File: config.mk
export PLATFORM = sky130hd
export DESIGN_NAME = seq_divider
export DESIGN_NICKNAME = d
export VERILOG_FILES = /design/src/rtl/seq_divider_pkg.sv /design/src/rtl/seq_divider_adder.sv /design/src/rtl/seq_divider.sv
export SDC_FILE = /design/constraint.sdc
export NUM_CORES = 1
export LEC_CHECK = 0
export ABC_AREA = 1
export ABC_CLOCK_PERIOD_IN_PS = 7200
export CORE_UTILIZATION = 45
export DETAILED_ROUTE_END_ITERATION = 10
export GPL_ROUTABILITY_DRIVEN = 0
export GPL_TIMING_DRIVEN = 1
export PLACE_DENSITY_LB_ADDON = 0.2
export SYNTH_ARGS = -nofsm -noshare
export SYNTH_HDL_FRONTEND = slang
export SYNTH_SLANG_ARGS = --single-unit
File: constraint.sdc
create_clock -name clk -period 7.2 [get_ports clk]
set_input_delay 1.44 -clock clk [delete_from_list [all_inputs] [get_ports clk]]
set_output_delay 1.44 -clock clk [all_outputs]
set_load 0.02 [all_outputs]
File: src/rtl/seq_divider_pkg.sv
// Shared types and constants for the sequential signed divider.
package seq_divider_pkg;

    // Default operand width.
    localparam int DIV_N = 8;

    // state    | meaning
    // ST_IDLE  | waiting for start; results held
    // ST_CALC  | one non-restoring quotient bit per cycle, N cycles
    // ST_FIX   | remainder restore, sign fix-up, special cases, result load
    // ST_DONE  | one-cycle done pulse
    typedef enum logic [1:0] {
        ST_IDLE = 2'd0,
        ST_CALC = 2'd1,
        ST_FIX  = 2'd2,
        ST_DONE = 2'd3
    } div_state_e;

    // Iteration counter must hold the value N itself.
    function automatic int cnt_width(input int n);
        return $clog2(n + 1);
    endfunction

endpackage

File: src/rtl/seq_divider_adder.sv
// Plain W-bit adder with carry-in; subtraction is done by the caller
// inverting b and setting cin.
module seq_divider_adder #(
    parameter int W = 9
) (
    input  logic [W-1:0] a_i,
    input  logic [W-1:0] b_i,
    input  logic         cin_i,
    output logic [W-1:0] sum_o
);

    assign sum_o = a_i + b_i + W'(cin_i);

endmodule

File: src/rtl/seq_divider.sv
// Iterative signed divider, non-restoring, one quotient bit per clock.
//
// state    | meaning
// ST_IDLE  | waiting for start; results held
// ST_CALC  | shift {R,Q}, R -/+ |divisor|, quotient bit = ~R[N]
// ST_FIX   | restore negative R, apply signs and special cases
// ST_DONE  | done pulse, busy low
module seq_divider
    import seq_divider_pkg::*;
#(
    parameter int N = DIV_N
) (
    input  logic         clk,
    input  logic         rst,
    input  logic         start,
    input  logic [N-1:0] dividend,
    input  logic [N-1:0] divisor,
    output logic         busy,
    output logic         done,
    output logic [N-1:0] quotient,
    output logic [N-1:0] remainder,
    output logic         div_by_zero
);

    localparam int CW = cnt_width(N);

    div_state_e    state_q, state_d;
    logic [CW-1:0] count_q, count_d;
    logic [N:0]    rem_q, rem_d;        // partial remainder, signed N+1 bits
    logic [N-1:0]  quo_q, quo_d;        // dividend magnitude shifting into quotient
    logic [N:0]    dsr_mag_q, dsr_mag_d;
    logic          dsr_neg_q, dsr_neg_d;
    logic [N-1:0]  dvd_q, dvd_d;        // raw dividend, needed for divide-by-zero
    logic [N-1:0]  quotient_q, quotient_d;
    logic [N-1:0]  remainder_q, remainder_d;
    logic          dbz_q, dbz_d;

    logic [N:0]    add_a, add_b, add_sum;
    logic          add_cin;

    logic [N-1:0]  dvd_mag_in;
    logic [N:0]    dsr_ext_in, dsr_mag_in;
    logic [N:0]    rem_fix;
    logic [N-1:0]  rem_mag;

    // |dividend| fits N bits unsigned even for the most negative value;
    // |divisor| is kept at N+1 bits so that -2^(N-1) needs no special case.
    assign dvd_mag_in = dividend[N-1] ? -dividend : dividend;
    assign dsr_ext_in = {divisor[N-1], divisor};
    assign dsr_mag_in = dsr_ext_in[N] ? -dsr_ext_in : dsr_ext_in;

    seq_divider_adder #(.W(N + 1)) u_adder (
        .a_i   (add_a),
        .b_i   (add_b),
        .cin_i (add_cin),
        .sum_o (add_sum)
    );

    assign rem_fix = rem_q[N] ? add_sum : rem_q;
    assign rem_mag = rem_fix[N-1:0];

    // Next-state, datapath and shared-adder operand selection.
    always_comb begin
        state_d     = state_q;
        count_d     = count_q;
        rem_d       = rem_q;
        quo_d       = quo_q;
        dsr_mag_d   = dsr_mag_q;
        dsr_neg_d   = dsr_neg_q;
        dvd_d       = dvd_q;
        quotient_d  = quotient_q;
        remainder_d = remainder_q;
        dbz_d       = dbz_q;
        // Iteration step: sign of the previous R picks subtract or add.
        add_a       = {rem_q[N-1:0], quo_q[N-1]};
        add_b       = rem_q[N] ? dsr_mag_q : ~dsr_mag_q;
        add_cin     = ~rem_q[N];

        unique case (state_q)
            ST_IDLE: begin
                if (start) begin
                    dvd_d     = dividend;
                    dsr_neg_d = divisor[N-1];
                    dsr_mag_d = dsr_mag_in;
                    rem_d     = '0;
                    quo_d     = dvd_mag_in;
                    count_d   = CW'(N);
                    state_d   = ST_CALC;
                end
            end
            ST_CALC: begin
                rem_d   = add_sum;
                quo_d   = {quo_q[N-2:0], ~add_sum[N]};
                count_d = count_q - CW'(1);
                if (count_q == CW'(1)) begin
                    state_d = ST_FIX;
                end
            end
            ST_FIX: begin
                // Restore step reuses the adder: R + |divisor|.
                add_a   = rem_q;
                add_b   = dsr_mag_q;
                add_cin = 1'b0;
                if (dsr_mag_q == '0) begin
                    quotient_d  = '1;
                    remainder_d = dvd_q;
                    dbz_d       = 1'b1;
                end else begin
                    // -2^(N-1) / -1 falls out naturally: magnitude wraps to itself.
                    quotient_d  = (dvd_q[N-1] ^ dsr_neg_q) ? -quo_q : quo_q;
                    remainder_d = dvd_q[N-1] ? -rem_mag : rem_mag;
                    dbz_d       = 1'b0;
                end
                state_d = ST_DONE;
            end
            ST_DONE: begin
                state_d = ST_IDLE;
            end
            default: begin
                state_d = ST_IDLE;
            end
        endcase
    end

    // State, datapath and result registers.
    always_ff @(posedge clk or posedge rst) begin
        if (rst) begin
            state_q     <= ST_IDLE;
            count_q     <= '0;
            rem_q       <= '0;
            quo_q       <= '0;
            dsr_mag_q   <= '0;
            dsr_neg_q   <= 1'b0;
            dvd_q       <= '0;
            quotient_q  <= '0;
            remainder_q <= '0;
            dbz_q       <= 1'b0;
        end else begin
            state_q     <= state_d;
            count_q     <= count_d;
            rem_q       <= rem_d;
            quo_q       <= quo_d;
            dsr_mag_q   <= dsr_mag_d;
            dsr_neg_q   <= dsr_neg_d;
            dvd_q       <= dvd_d;
            quotient_q  <= quotient_d;
            remainder_q <= remainder_d;
            dbz_q       <= dbz_d;
        end
    end

    assign busy        = (state_q == ST_CALC) || (state_q == ST_FIX);
    assign done        = (state_q == ST_DONE);
    assign quotient    = quotient_q;
    assign remainder   = remainder_q;
    assign div_by_zero = dbz_q;

endmodule

==> flow_summary.yaml, run 1 <==
outcome:
  status: "finished, final reports clean"
yosys:
  ys.flop_type: "dfrtp_1"
  yosys.cell_count.top_type: "nand2_1"
  synth_compound_area_share_pct: 13.7
  synth.top_cell.area_share_pct: 39.9
  syn-cell-area_um2: 3640
  synth_top_family_by_area: "simple AND/OR/NAND/NOR gates"
  synth-edff-count: 0
  synthAdderAreaFrac_pct: 6.95
  synth_top_area_cell: "dfrtp_1"
  yosys-top-cells-area: "dfrtp_1 (40%), nand2_1 (13%), inv_1 (6.4%)"
  async_flop_share_pct: 100
  ys_types: 34
  ys_top_cells_by_count: "nand2_1 (124), inv_1 (62), dfrtp_1 (58)"
  synthXorXnorAreaFrac_pct: 5.06
  ys_seq_area_share_pct: 39.9
  synth_mux_area_share_pct: 0
  synth_nets: 527
  syn_inst: 489
  synthSimpleGateAreaFrac_pct: 26.0
  ys_ff_latch: 58
  yosysWarningCount: 0
  syn_avg_cell_area_um2: 7.44
floorplan:
  core_area_um2: 7770
  die_area_um2: 8450
  initial_core_util_pct: 46.8
  die_h_um: 91.9
  pin_count: 38
  die_w_um: 91.9
  rows: 32
clock_network:
  numCtsBuffers: 9
  cts_resized: 0
  clock_latency_ps: 350
  h-tree-depth: 3
  clockBufferDepth: 2
  cts_root_buf: "clkbuf_8"
  cts_tree: "yes"
  clkSlewWorstSetupHoldPaths_ps: 70
  postCtsHoldBufs: 0
  post-cts-setup-buffer-count: 0
  clock_sinks: 58
global_routing:
  grt_overflow: 0
  grt_pass1_wl_mm: 14.4
  track_usage_pct: 21.9
  antenna_found_initial: 0
  grt_pass1_vias: 3134
  grt_max_degree: 59
setup_path:
  crit_arrival_ps: 3820
  r2r_slack_ps: 3620
  r2r-end: "remainder[6]"
  endpoint_kind: "register"
  cp-start-kind: "register"
  worst-path-max-fanout: 35
  critPathRequiredTime_ps: 7430
  worstSetupPathType: "register to register"
  reg2reg_from: "state_q[0]"
  reg2reg_depth: 17
placed_design:
  dpl_cell_area_um2: 4090
  portBuffers: 37
  pre_cts_ws_ps: 3340
  dp_hpwl_mm: 6.36
hold_path:
  min_to: "div_by_zero"
  worstHoldPathType: "register to register"
  holdCritStartpoint: "div_by_zero"
  hold_depth: 2
sta:
  layout_min_cycle_time_ps: 3580
  timing.fmax_mhz: 279
  setup_viol: 0
  finalSetupTns_ps: 0
  post-route-period-util_pct: 49.8
  hold_viol_final: 0
  slew_headroom_pct: 29.2
  worst_slew_pin_slew_ps: 1060
  fin_ws_ps: 3620
  drv_slew: 0
  rsz0062_at_grt: "false"
  skew_ps: 7.61
cells_and_area:
  final_core_util_pct: 55.6
  drive_above_1_share_pct: 5.10
  fin_nets: 562
  stdcell_area_um2: 4320
  synthToLayoutAreaGrowth_pct: 18.7
  diodes: 0
flow_run:
  maxCapViolCount: 0
route:
  remaining_drc_errors: 0
  dr_total_vias: 3338
  dr.pass1.iters: 5
  wl_mm: 8.73
  drt-initial-drc-count: 172
  postRouteAntennaNets: 0
  wl_per_cell_um: 13.8
  viasPerCell: 5.29
==> how the worst max path moves through the flow <==
stage,depth (start not counted),from,to
after floorplan,17,state_q[0],remainder[6]
after global placement,6,start,count_q[3]
after detailed placement,6,start,count_q[3]
after CTS,17,state_q[0],remainder[6]
after global routing,17,state_q[0],remainder[6]
final,17,state_q[0],remainder[6]
==> critical path: stages (launching register included) <==
cell	delay (ps)
dfrtp_1	390
inv_1	90
ha_1	190
buf_4	250
nor2_4	290
xnor2_1	130
fa_1	450
fa_1	530
nand2_1	50
o21ai_0	210
ha_1	260
nand4_1	170
nor2_1	120
nand2_1	80
nand2_1	60
nand2_1	50
nand3_1	80
nand2_1	60
==> flip-flops by register name, indices dropped and copies added, names as in the netlist <==
signal	cells
count_q	4
remainder	8
quotient	8
dsr_neg_q	1
dsr_mag_q	9
div_by_zero	1
state_q	2
dvd_q	8
quo_q	8
rem_q	9
==> final cells by class <==
class                           instances  area (um2)
Inverter                               65         244
Fill cell                             737        3450
Sequential cell                        58        1450
Tap cell                              102         128
Multi-Input combinational cell        351        1880
Clock inverter                          4        73.8
Clock buffer                           12         155
Timing Repair Buffer                   39         385
==> routing by layer <==
| layer | routed length [um] | part of all wire [%] | GRT usage (%) |
|---|---|---|---|
| met5 | 0 | 0 | 0 |
| met1 | 4130 | 47 | 29.4 |
| met2 | 4190 | 48 | 35.4 |
| met3 | 288 | 3.3 | 3.40 |
| met4 | 118 | 1.4 | 8.46 |
==> placed cells by master (no fill, tap or decap), drive strengths merged <==
| cell type | synthesis | layout |
|---|---|---|
| dfrtp | 58 | 58 |
| bufinv | 0 | 2 |
| o41ai | 1 | 1 |
| clkinv | 0 | 2 |
| nor2 | 38 | 38 |
| xnor2 | 6 | 6 |
| nor3 | 13 | 13 |
| fa | 2 | 2 |
| o21ai | 43 | 43 |
| buf | 5 | 2 |
| nand3b | 3 | 3 |
| nand4 | 4 | 4 |
| ha | 17 | 17 |
| a31oi | 3 | 3 |
| a21o | 1 | 1 |
| clkdlybuf4s50 | 0 | 37 |
| o22ai | 5 | 5 |
| o221ai | 3 | 3 |
| nor3b | 1 | 1 |
| clkbuf | 10 | 12 |
| nand3 | 36 | 36 |
| a32o | 1 | 1 |
| nand2 | 124 | 124 |
| o211ai | 8 | 8 |
| nor4 | 1 | 1 |
| and3 | 1 | 1 |
| or2 | 2 | 2 |
| inv | 65 | 65 |
| a21oi | 22 | 22 |
| o21a | 1 | 1 |
| xor2 | 15 | 15 |
==> kinds of logic (layout without fill, tap and decap cells) <==
logic type	after synthesis	in the layout
xor gates and xnor gates	21	21
buffers and inverters	80	120
AOI/OAI and AO/OA	88	88
and+or+nand+nor	223	223
DFF	58	58
adders and majority gates	19	19
==> stage by stage <==
step	hold WS (ps)	cells
floorplan	449	489
global placement	468	615
detailed placement	477	615
CTS	495	631
global route	513	631
finish	493	631
Power of run 1 is not shown: default switching activity piles up to over one toggle a cycle in this logic, so the estimate is an artifact.
==> run 2: changes to the inputs <==
ABC_CLOCK_PERIOD_IN_PS = 3200   (was 7200)
clock period = 3.2 ns   (was 7.2 ns; I/O delays follow)
==> flow_summary.yaml, run 2 (synthesis results as in run 1) <==
outcome:
  status: "finished, final reports clean"
clock_network:
  postCtsHoldBufs: 0
  numCtsBuffers: 9
  cts_tree: "yes"
  post-cts-setup-buffer-count: 0
  cts_root_buf: "clkbuf_8"
  cts_resized: 0
  clockBufferDepth: 2
  clock_latency_ps: 340
  clkSlewWorstSetupHoldPaths_ps: 70
  h-tree-depth: 3
  clock_sinks: 58
setup_path:
  critPathRequiredTime_ps: 3440
  cp_top_family: "simple AND/OR/NAND/NOR gates"
  worstSetupPathType: "register to register"
  crit_start: "state_q[0]"
  crit_top_cell: "nand2_1"
  r2r-end: "remainder[7]"
  slowest_delay_ps: 480
  critPathCapture: "remainder[7]"
  cp_num_cells: 17
  cp_slowest_cell: "fa_1"
  critPathBufInv: 1
  reg2reg_depth: 17
  endpoint_kind: "register"
  cp-start-kind: "register"
  r2r_slack_ps: 280
  worst-path-max-fanout: 5
  crit_arrival_ps: 3160
  reg2reg_from: "state_q[0]"
  cp_cell_sequence: "inv_2, ha_4, nand2_1, o21ai_0, fa_1, fa_1, nand3b_1, nand2_1, nand2_1, nand2_1, nand2_1, nand3_1, nand2_1, nand3_1, nand3_1, nand3_1, nand2_1"
sta:
  drv_slew: 0
  skew_ps: 7.77
  rsz0062_at_grt: "false"
  timing.fmax_mhz: 342
  setup_viol: 0
  fin_ws_ps: 278
  finalSetupTns_ps: 0
  layout_min_cycle_time_ps: 2920
  slew_headroom_pct: 49.4
  worst_slew_pin_slew_ps: 756
  hold_viol_final: 0
  post-route-period-util_pct: 91.3
floorplan:
  die_h_um: 91.9
  die_area_um2: 8450
  rows: 32
  initial_core_util_pct: 46.8
  core_area_um2: 7770
  die_w_um: 91.9
  pin_count: 38
cells_and_area:
  fin_nets: 569
  synthToLayoutAreaGrowth_pct: 20.7
  final_core_util_pct: 56.5
  top_regs: "dsr_mag_q x9, rem_q x9"
  fin_cells: 638
  diodes: 0
  mostFrequentLayoutCell: "nand2_1"
  final_cell_mix: "nand2_1 (124), inv_1 (60), dfrtp_1 (58)"
  drive_above_1_share_pct: 7.09
global_routing:
  grt_max_degree: 34
  track_usage_pct: 21.9
  grt_overflow: 0
  grt_pass1_wl_mm: 14.5
  antenna_found_initial: 0
  grt_pass1_vias: 3139
route:
  dr.pass1.iters: 5
  dr_total_vias: 3285
  remaining_drc_errors: 0
  wl_per_cell_um: 13.2
  postRouteAntennaNets: 0
  wl_mm: 8.39
  viasPerCell: 5.15
  drt-initial-drc-count: 146
placed_design:
  dp_hpwl_mm: 6.42
  portBuffers: 37
  dp_cells: 622
  pre_cts_ws_ps: 118
hold_path:
  worstHoldPathType: "register to register"
flow_run:
  maxCapViolCount: 0
==> run 2: changes by cell type in the layout (fill, tap and decap cells not counted), sizes merged <==
| cell | previous run | this run |
|---|---|---|
| buf | 2 | 9 |
==> run 2: worst register-to-register path: stages, from the launching register on <==
cell	delay (ps)
dfrtp_1	390
inv_2	80
ha_4	180
nand2_1	60
o21ai_0	120
fa_1	480
fa_1	410
nand3b_1	220
nand2_1	110
nand2_1	70
nand2_1	80
nand2_1	70
nand3_1	120
nand2_1	100
nand3_1	110
nand3_1	70
nand3_1	90
nand2_1	50
==> run 2: how the worst min path moves through the flow <==
stage	startpoint	end	slack (ps)	cells after the start
floorplan	dvd_q[2]	dvd_q[2]	450	2
global placement	div_by_zero	div_by_zero	470	2
detailed placement	remainder[7]	remainder[7]	480	2
CTS	div_by_zero	div_by_zero	490	2
global route	dvd_q[0]	dvd_q[0]	520	2
finish	remainder[7]	remainder[7]	490	2
==> run 2: layout make-up <==
cell class              count  area (um2)
multi-input cells         351        1900
clock buffers              12         155
fillers                   741        3380
repair buffers             46         438
inverters                  65         244
clock inverters             4        73.8
well taps                 102         128
flip-flops and latches     58        1450
==> run 2: through the flow <==
| stage | area (um2) | hold slack (ps) |
|---|---|---|
| final | 4390 | 487 |
| after floorplan | 3640 | 449 |
| after global placement | 4140 | 471 |
| after CTS | 4370 | 493 |
| after detailed placement | 4140 | 476 |
| after global routing | 4390 | 523 |
==> run 2: metal layers <==
layer | GRT usage [%] | part of all wire (%) | vias up | wire length [um]
met5 | 0 | 0 | - | 0
met4 | 5.86 | 1.0 | 0 | 88
met3 | 5.47 | 3.6 | 9 | 305
met2 | 35.6 | 49 | 59 | 4100
met1 | 29.0 | 46 | 1539 | 3900
li1 | - | - | 1678 | -
Power of run 2 is left out for the same reason.
==> run 3: changes to the inputs <==
ABC_CLOCK_PERIOD_IN_PS = 3700   (was 3200)
clock period = 3.7 ns   (was 3.2 ns; I/O delays follow)
==> flow_summary.yaml, run 3 (synthesis results as in run 1) <==
setup_path:
  critPathBufInv: 1
  endpoint_kind: "register"
  reg2reg_depth: 16
  worst-path-max-fanout: 9
  reg2reg_from: "state_q[0]"
  crit_top_cell: "nand2_1"
  worstSetupPathType: "register to register"
  r2r-end: "remainder[6]"
  cp_slowest_cell: "fa_1"
  crit_arrival_ps: 3520
  r2r_slack_ps: 420
  cp_cell_sequence: "inv_1, ha_1, nor2_4, xnor2_1, fa_1, fa_1, nand2_1, o21ai_0, ha_1, nand4_1, nor2_1, nand2_1, nand2_1, nand2_1, nand3_1, nand2_1"
  cp_top_family: "adder cells"
  critPathRequiredTime_ps: 3930
  slowest_delay_ps: 530
  cp-start-kind: "register"
clock_network:
  clock_sinks: 58
  h-tree-depth: 3
  cts_root_buf: "clkbuf_8"
  postCtsHoldBufs: 0
  clkSlewWorstSetupHoldPaths_ps: 70
  numCtsBuffers: 9
  clock_latency_ps: 340
  cts_tree: "yes"
  post-cts-setup-buffer-count: 0
  cts_resized: 0
  clockBufferDepth: 2
floorplan:
  die_h_um: 91.9
  pin_count: 38
  die_area_um2: 8450
  initial_core_util_pct: 46.8
  die_w_um: 91.9
  rows: 32
  core_area_um2: 7770
cells_and_area:
  nFillCells: 749
  final_cell_mix: "nand2_1 (124), inv_1 (61), dfrtp_1 (58)"
  fin_nets: 565
  mostFrequentLayoutCell: "nand2_1"
  top_regs: "dsr_mag_q x9, rem_q x9"
  synthToLayoutAreaGrowth_pct: 18.4
  multiInputGateArea_um2: 1880
  seqCellArea_um2: 1450
  diodes: 0
  drive_above_1_share_pct: 5.64
sta:
  slew_headroom_pct: 49.3
  hold_viol_final: 0
  skew_ps: 10.4
  rsz0062_at_grt: "false"
  worst_slew_pin_slew_ps: 758
  timing.fmax_mhz: 305
  drv_slew: 0
  post-route-period-util_pct: 88.7
  finalSetupTns_ps: 0
  layout_min_cycle_time_ps: 3280
  setup_viol: 0
placed_design:
  dp_hpwl_mm: 6.47
  portBuffers: 37
global_routing:
  grt_pass1_wl_mm: 14.4
  antenna_found_initial: 0
  grt_max_degree: 40
  track_usage_pct: 21.8
  grt_pass1_vias: 3031
  grt_overflow: 0
route:
  drt-initial-drc-count: 221
  dr.pass1.iters: 4
  dr_total_vias: 3270
  viasPerCell: 5.16
  postRouteAntennaNets: 0
  wl_mm: 8.49
  wl_per_cell_um: 13.4
  remaining_drc_errors: 0
outcome:
  status: "finished, final reports clean"
hold_path:
  holdCritStartpoint: "dvd_q[4]"
  hold_depth: 2
  min_to: "dvd_q[4]"
  worstHoldPathType: "register to register"
flow_run:
  maxCapViolCount: 0
## run 3: cell count changes in the layout (fill, tap and decap cells not counted), sizes merged
cell    before  now
clkbuf      12   11
clkinv       2    4
bufinv       2    1
buf          9    5
## run 3: tightest hold or removal path: cells and delay by family, from the launching register on
kind | cells | cell delay [ps]
flops | 1 | 350
simple gates | 1 | 50
compound gates | 1 | 60
## run 3: worst max path at each step
stage / start / to / slack (ps) / cells past startpoint
2_1_floorplan: state_q[0] / remainder[6] / 460 / 17
3_3_place_gp: state_q[0] / remainder[6] / 540 / 16
3_5_place_dp: state_q[0] / remainder[6] / 400 / 16
4_1_cts: state_q[0] / remainder[6] / 390 / 16
5_1_grt: state_q[0] / remainder[7] / 100 / 17
6_report: state_q[0] / remainder[6] / 420 / 16
## run 3: routing by layer
layer  track usage, %  vias to the layer above  wire [um]
li1                 -                     1684          -
met1             30.2                     1498       4090
met2             34.0                       73       3940
met3             3.23                       15        275
met4             9.38                        0        177
met5                0                        -          0
## run 3: cell type report
cell class                 instances  area share (%)
clock buffer                      11            3.28
inverter                          65            5.66
tap                              102            2.96
multi-input combinational        351            43.7
sequential                        58            33.7
timing repair buffer              42            9.47
clock inverter                     5            1.25
## run 3: per-stage QoR
step / hold slack (ps) / std cells / utilization (%) / setup slack (ps) / instance area [um2]
after floorplan: 449 / 489 / - / 463 / 3640
after global placement: 474 / 618 / 52.9 / 544 / 4110
after detailed placement: 479 / 618 / 52.9 / 400 / 4110
after CTS: 496 / 634 / 55.5 / 394 / 4310
after global routing: 515 / 634 / 55.5 / 99.3 / 4310
final: 489 / 634 / 55.5 / 417 / 4310
Power of run 3 is left out for the same reason.
